**src/rtl/ahb_lite_decoder_mux.sv**
```systemverilog
// AHB-lite interconnect stage. It decodes HADDR into one-hot slave selects and registers the data-phase select.
// It muxes the selected slave's response back to the master and captures error-response debug info.
module ahb_lite_decoder_mux #(
   parameter logic [31:0] S0_BASE = 32'h0000_0000,
   parameter logic [31:0] S0_MASK = 32'hF000_0000,
   parameter logic [31:0] S1_BASE = 32'h1000_0000,
   parameter logic [31:0] S1_MASK = 32'hF000_0000,
   parameter logic [31:0] S2_BASE = 32'h2000_0000,
   parameter logic [31:0] S2_MASK = 32'hFF00_0000
) (
   input  logic        HMASTCLOCK,
   input  logic        reset,
   input  logic [31:0] HADDR,
   input  logic [1:0]  HTRANS,
   output logic        HSEL0,
   output logic        HSEL1,
   output logic        HSEL2,
   output logic        HSEL_DEF,
   input  logic [31:0] HRDATA0,
   input  logic [31:0] HRDATA1,
   input  logic [31:0] HRDATA2,
   input  logic [31:0] HRDATA_DEF,
   input  logic        HREADYOUT0,
   input  logic        HREADYOUT1,
   input  logic        HREADYOUT2,
   input  logic        HREADYOUT_DEF,
   input  logic        HRESP0,
   input  logic        HRESP1,
   input  logic        HRESP2,
   input  logic        HRESP_DEF,
   output logic [31:0] HRDATA,
   output logic        HREADY,
   output logic        HRESP,
   input  logic        ERR_CLR,
   output logic [31:0] ERR_ADDR,
   output logic [7:0]  ERR_CNT
);

   typedef enum logic [2:0] {
      DSEL_NONE,
      DSEL_S0,
      DSEL_S1,
      DSEL_S2,
      DSEL_DEF
   } dsel_e;

   dsel_e       dsel_q, dsel_d, dec_sel;
   logic [31:0] haddr_dp_q, haddr_dp_d;
   logic [31:0] err_addr_q, err_addr_d;
   logic [7:0]  err_cnt_q, err_cnt_d;
   logic        m0, m1, m2, err_evt;
   logic        unused_htrans0;

   // HTRANS[0] only distinguishes IDLE/BUSY or NONSEQ/SEQ, which this stage does not care about.
   assign unused_htrans0 = HTRANS[0];

   assign m0 = (HADDR & S0_MASK) == S0_BASE;
   assign m1 = (HADDR & S1_MASK) == S1_BASE;
   assign m2 = (HADDR & S2_MASK) == S2_BASE;

   assign HSEL0    = m0;
   assign HSEL1    = !m0 && m1;
   assign HSEL2    = !m0 && !m1 && m2;
   assign HSEL_DEF = !(m0 || m1 || m2);

   always_comb begin
      dec_sel = DSEL_DEF;
      if (m0)      dec_sel = DSEL_S0;
      else if (m1) dec_sel = DSEL_S1;
      else if (m2) dec_sel = DSEL_S2;
   end

   // Only the slave owning the data phase reaches the master; the others may be driving anything.
   always_comb begin
      HRDATA = 32'h0;
      HREADY = 1'b1;
      HRESP  = 1'b0;
      case (dsel_q)
         DSEL_S0:  begin HRDATA = HRDATA0;    HREADY = HREADYOUT0;    HRESP = HRESP0;    end
         DSEL_S1:  begin HRDATA = HRDATA1;    HREADY = HREADYOUT1;    HRESP = HRESP1;    end
         DSEL_S2:  begin HRDATA = HRDATA2;    HREADY = HREADYOUT2;    HRESP = HRESP2;    end
         DSEL_DEF: begin HRDATA = HRDATA_DEF; HREADY = HREADYOUT_DEF; HRESP = HRESP_DEF; end
         default:  ;
      endcase
   end

   always_comb begin
      dsel_d     = dsel_q;
      haddr_dp_d = haddr_dp_q;
      if (HREADY) begin
         dsel_d = HTRANS[1] ? dec_sel : DSEL_NONE;
         if (HTRANS[1]) haddr_dp_d = HADDR;
      end
   end

   // Only the first (low-ready) cycle of the two-cycle error counts, so one event per transfer.
   assign err_evt = HRESP && !HREADY && (dsel_q != DSEL_NONE);

   always_comb begin
      err_addr_d = err_addr_q;
      err_cnt_d  = err_cnt_q;
      if (ERR_CLR) begin
         err_addr_d = 32'h0;
         err_cnt_d  = 8'h0;
      end else if (err_evt) begin
         err_addr_d = haddr_dp_q;
         if (err_cnt_q != 8'hFF) err_cnt_d = err_cnt_q + 8'h1;
      end
   end

   always_ff @(posedge HMASTCLOCK or negedge reset) begin
      if (!reset) begin
         dsel_q     <= DSEL_NONE;
         haddr_dp_q <= 32'h0;
         err_addr_q <= 32'h0;
         err_cnt_q  <= 8'h0;
      end else begin
         dsel_q     <= dsel_d;
         haddr_dp_q <= haddr_dp_d;
         err_addr_q <= err_addr_d;
         err_cnt_q  <= err_cnt_d;
      end
   end

   assign ERR_ADDR = err_addr_q;
   assign ERR_CNT  = err_cnt_q;

endmodule

```
**config.mk**
```make
export PLATFORM = sky130hd
export DESIGN_NAME = ahb_lite_decoder_mux
export DESIGN_NICKNAME = d
export VERILOG_FILES = /design/src/rtl/ahb_lite_decoder_mux.sv
export SDC_FILE = /design/constraint.sdc
export NUM_CORES = 1
export LEC_CHECK = 0
export CAP_MARGIN = 40
export CORE_MARGIN = 1
export CORE_UTILIZATION = 30
export DETAILED_ROUTE_END_ITERATION = 8
export MAX_ROUTING_LAYER = met4
export PLACE_DENSITY = 0.71
export SYNTH_ARGS = -nofsm -noshare
export SYNTH_HDL_FRONTEND = slang
export SYNTH_SLANG_ARGS = --single-unit
```
**constraint.sdc**
```tcl
create_clock -name HMASTCLOCK -period 1.9 [get_ports HMASTCLOCK]
set_input_delay 0.19 -clock HMASTCLOCK [delete_from_list [all_inputs] [get_ports HMASTCLOCK]]
set_output_delay 0.19 -clock HMASTCLOCK [all_outputs]
set_load 0.05 [all_outputs]
```
==> impl_metrics.yaml <==
critical_path:
  crit_fanout: 31
  path_delay_family: "compound AO/OA/AOI/OAI gates"
  slowest_delay_ns: 0.42
  cp_num_buf_inv: 2
  start_kind: "flip-flop"
  cp_slowest_cell: "dfrtp_2"
  crit_required_ns: 1.71
  crit_type: "flip-flop to output port"
  end_kind: "output port"
  path_cells: "and3b_2 -> buf_12 -> a22o_4 -> a221o_1 -> buf_12"
  crit_top_cell: "buf_12"
  crit_arrival_ns: 1.97
power:
  power_leakage_nw: 3.55
  p_seq_share_pct: 23.3
  peakVddDrop_mv: 0.580
  p_per_area_mw_per_mm2: 1240
  comb_power_share_pct: 60.2
  power_frac_clock_pct: 16.5
  netSwitchingPower_mw: 3.96
  p_int_mw: 6.33
  switching_share_pct: 38.5
timing:
  rsz0062_at_grt: "true"
  period_needed_ns: 2.16
  max_freq_mhz: 463
  setup_viol: 106
  hold_viol: 0
  slew_violations: 0
  relSlewSlack_pct: 64.1
  period_share_pct: 114
  fin_ws_ns: -0.258
  whs_ns: 0.260
  clock_skew_ns: 0.00722
  worstMarginPinSlew_ns: 0.536
synth:
  avgSynthCellArea_um2: 12.5
  synth-async-reset-ratio_pct: 100
  ys_ff_latch: 75
  syn_area_mm2: 0.00395
  synth_ff_type: "dfrtp_1"
  ys_seq_area_share_pct: 47.5
  synth_top_cell_by_area: "dfrtp_1"
  synth-adder-area-share_pct: 0.317
  synth_edf_count: 0
  synthMuxAreaShare_pct: 12.5
  synthSimpleGateAreaFrac_pct: 8.04
  synthCells: 316
  synth_xor_xnor_area_share_pct: 0.222
  yosysUniqueCellTypes: 52
  synth_top_cells_by_area: "dfrtp_1 47%, a22o_1 12%, mux2_4 11%"
  synth-compound-area-share_pct: 26.1
  synth_warnings: 0
  synth_top_family_by_area: "compound AO/OA/AOI/OAI gates"
  synth_top_area_share_pct: 47.5
  synth_fp_nets: 490
global_routing:
  gr-usage-all-layers_pct: 25.5
  grt_max_degree: 39
  grt_pass1_vias: 4232
  antenna_found_initial: 2
  grt_pass1_wl_um: 24500
  overflow: 0
job:
  maxCapViolCount: 0
clock_tree:
  cts-buffers-inserted: 9
  cts_root_buffer: "clkbuf_16"
  clock_sinks: 75
  ctsLongestPathBuffers: 2
  clk_pin_slew_ns: 0.06
  cts-htree-levels: 3
  insertion_delay_ns: 0.33
  cts_tree: "built"
placed_design:
  post-dp-hpwl_um: 11700
  io_buffers: 249
  pre_cts_ws_ns: -0.391
  gp_congestion: 0.909
floorplanning:
  rows: 41
  fp.dieArea_mm2: 0.0136
  die_h_um: 117
  initial_core_util_pct: 31.1
  die_w_um: 117
  core-area_mm2: 0.0127
  io_pins: 251
hold_path:
  hold_class: "primary input to flip-flop"
routing:
  num_vias: 4159
  drt_first_pass_iters: 4
  ant_nets: 0
  drc: 0
  wire_per_inst_um: 21.4
  routed_wl_um: 17100
  vias_per_cell: 5.21
  drt_iter0_markers: 294
cells_and_area:
  seq_area_mm2: 0.00188
  area_growth_pct: 110
  drive_gt1_share_pct: 35.0
  mostFrequentLayoutCells: "205 x clkdlybuf4s50_1, 70 x dfrtp_1, 53 x a22o_1, 44 x buf_12, 32 x buf_4"
  nets: 794
  post-route-util_pct: 65.4
  fillers: 963
  multi_input_area_mm2: 0.00219
  final_common_cell: "clkdlybuf4s50_1"
status:
  violations: "negative setup slack"
  outcome: "finished with violations"
==> kinds of logic after synthesis <==
| family | after synthesis |
|---|---|
| AOI/OAI and AO/OA | 121 |
| and+or+nand+nor | 52 |
| DFF | 75 |
| xor gates and xnor gates | 1 |
| buffers and inverters | 32 |
| muxes | 34 |
| adders and majority gates | 1 |
==> routing by layer <==
layer	wire length [µm]	vias up	GRT usage, %
li1	-	1882	-
met1	6270	2058	27.9
met2	9420	192	46.5
met3	875	27	2.94
met4	514	0	11.0
met5	0	-	-
==> final timing paths <==
path | from | endpoint | slack (ns) | cells past startpoint
setup / recovery | dsel_q[0]$_DFFE_PN0P_ | HRDATA[7] | -0.26 | 5
hold / removal | HADDR[25] | haddr_dp_q[25]$_DFFE_PN0P_ | 0.26 | 2
setup reg to reg | dsel_q[1]$_DFFE_PN0P_ | ERR_CNT[0]$_DFFE_PN0P_ | -0.19 | 9
hold reg to reg | ERR_ADDR[7]$_DFFE_PN0P_ | ERR_ADDR[7]$_DFFE_PN0P_ | 0.49 | 1
max in group asynchronous | reset | dsel_q[1]$_DFFE_PN0P_ | 0.95 | 3
min in group asynchronous | reset | haddr_dp_q[18]$_DFFE_PN0P_ | 0.37 | 2
==> metrics by stage <==
step	std cells	cell area, µm²	TNS [ns]	power [mW]
final	799	8320	-13.96	10.3
after detailed placement	740	7180	-14.32	7.75
after global routing	799	8320	-21.32	10.7
after CTS	787	8100	-14.12	9.99
after floorplan	316	4030	-4.21	5.50
after global placement	740	7180	-10.03	7.65
==> registers in the layout, summed over array words and instances (netlist names) <==
name        flops
ERR_ADDR       32
ERR_CNT         8
haddr_dp_q     32
dsel_q          3
==> cell usage after synthesis, types with 3 or more instances <==
cell and count:
nand3_1 5, o21ai_0 5, a22oi_1 20, clkbuf_1 14, buf_2 4, a22o_1 54
buf_6 3, buf_12 3, a21oi_1 7, mux2_4 30, nand3b_1 4, inv_1 4
nor3_1 6, dfrtp_1 75, a221o_1 21, nand2_1 13, buf_4 4
==> final cells by class <==
type                            instances  area share, %
Timing Repair Buffer                  318           44.5
Tap cell                              172           2.59
Antenna cell                            2         0.0602
Clock inverter                          5          0.737
Inverter                                4          0.211
Sequential cell                        75           22.6
Multi-Input combinational cell        212           26.3
Clock buffer                           11           2.92
==> power by group through the flow <==
stage	Clock, mW	Sequential (mW)	Combinational, mW
4_1_cts	1.72	2.38	5.88
6_report	1.70	2.39	6.20
3_3_place_gp	0	2.38	5.27
3_5_place_dp	0	2.40	5.34
5_1_grt	1.80	2.45	6.43
2_1_floorplan	0	2.70	2.80
==> what timing repair did <==
action | in CTS | in global routing
hold buffers | 1 | 0
buffers inserted | 20 | 13
cloned | 11 | 2
hold endpoints to repair | 37 | 0
pin swaps | 40 | 57
resized for setup | 58 | 36
endpoints found under the setup margin | 107 | 111
No activity file was read; power rests on OpenSTA's default activity.
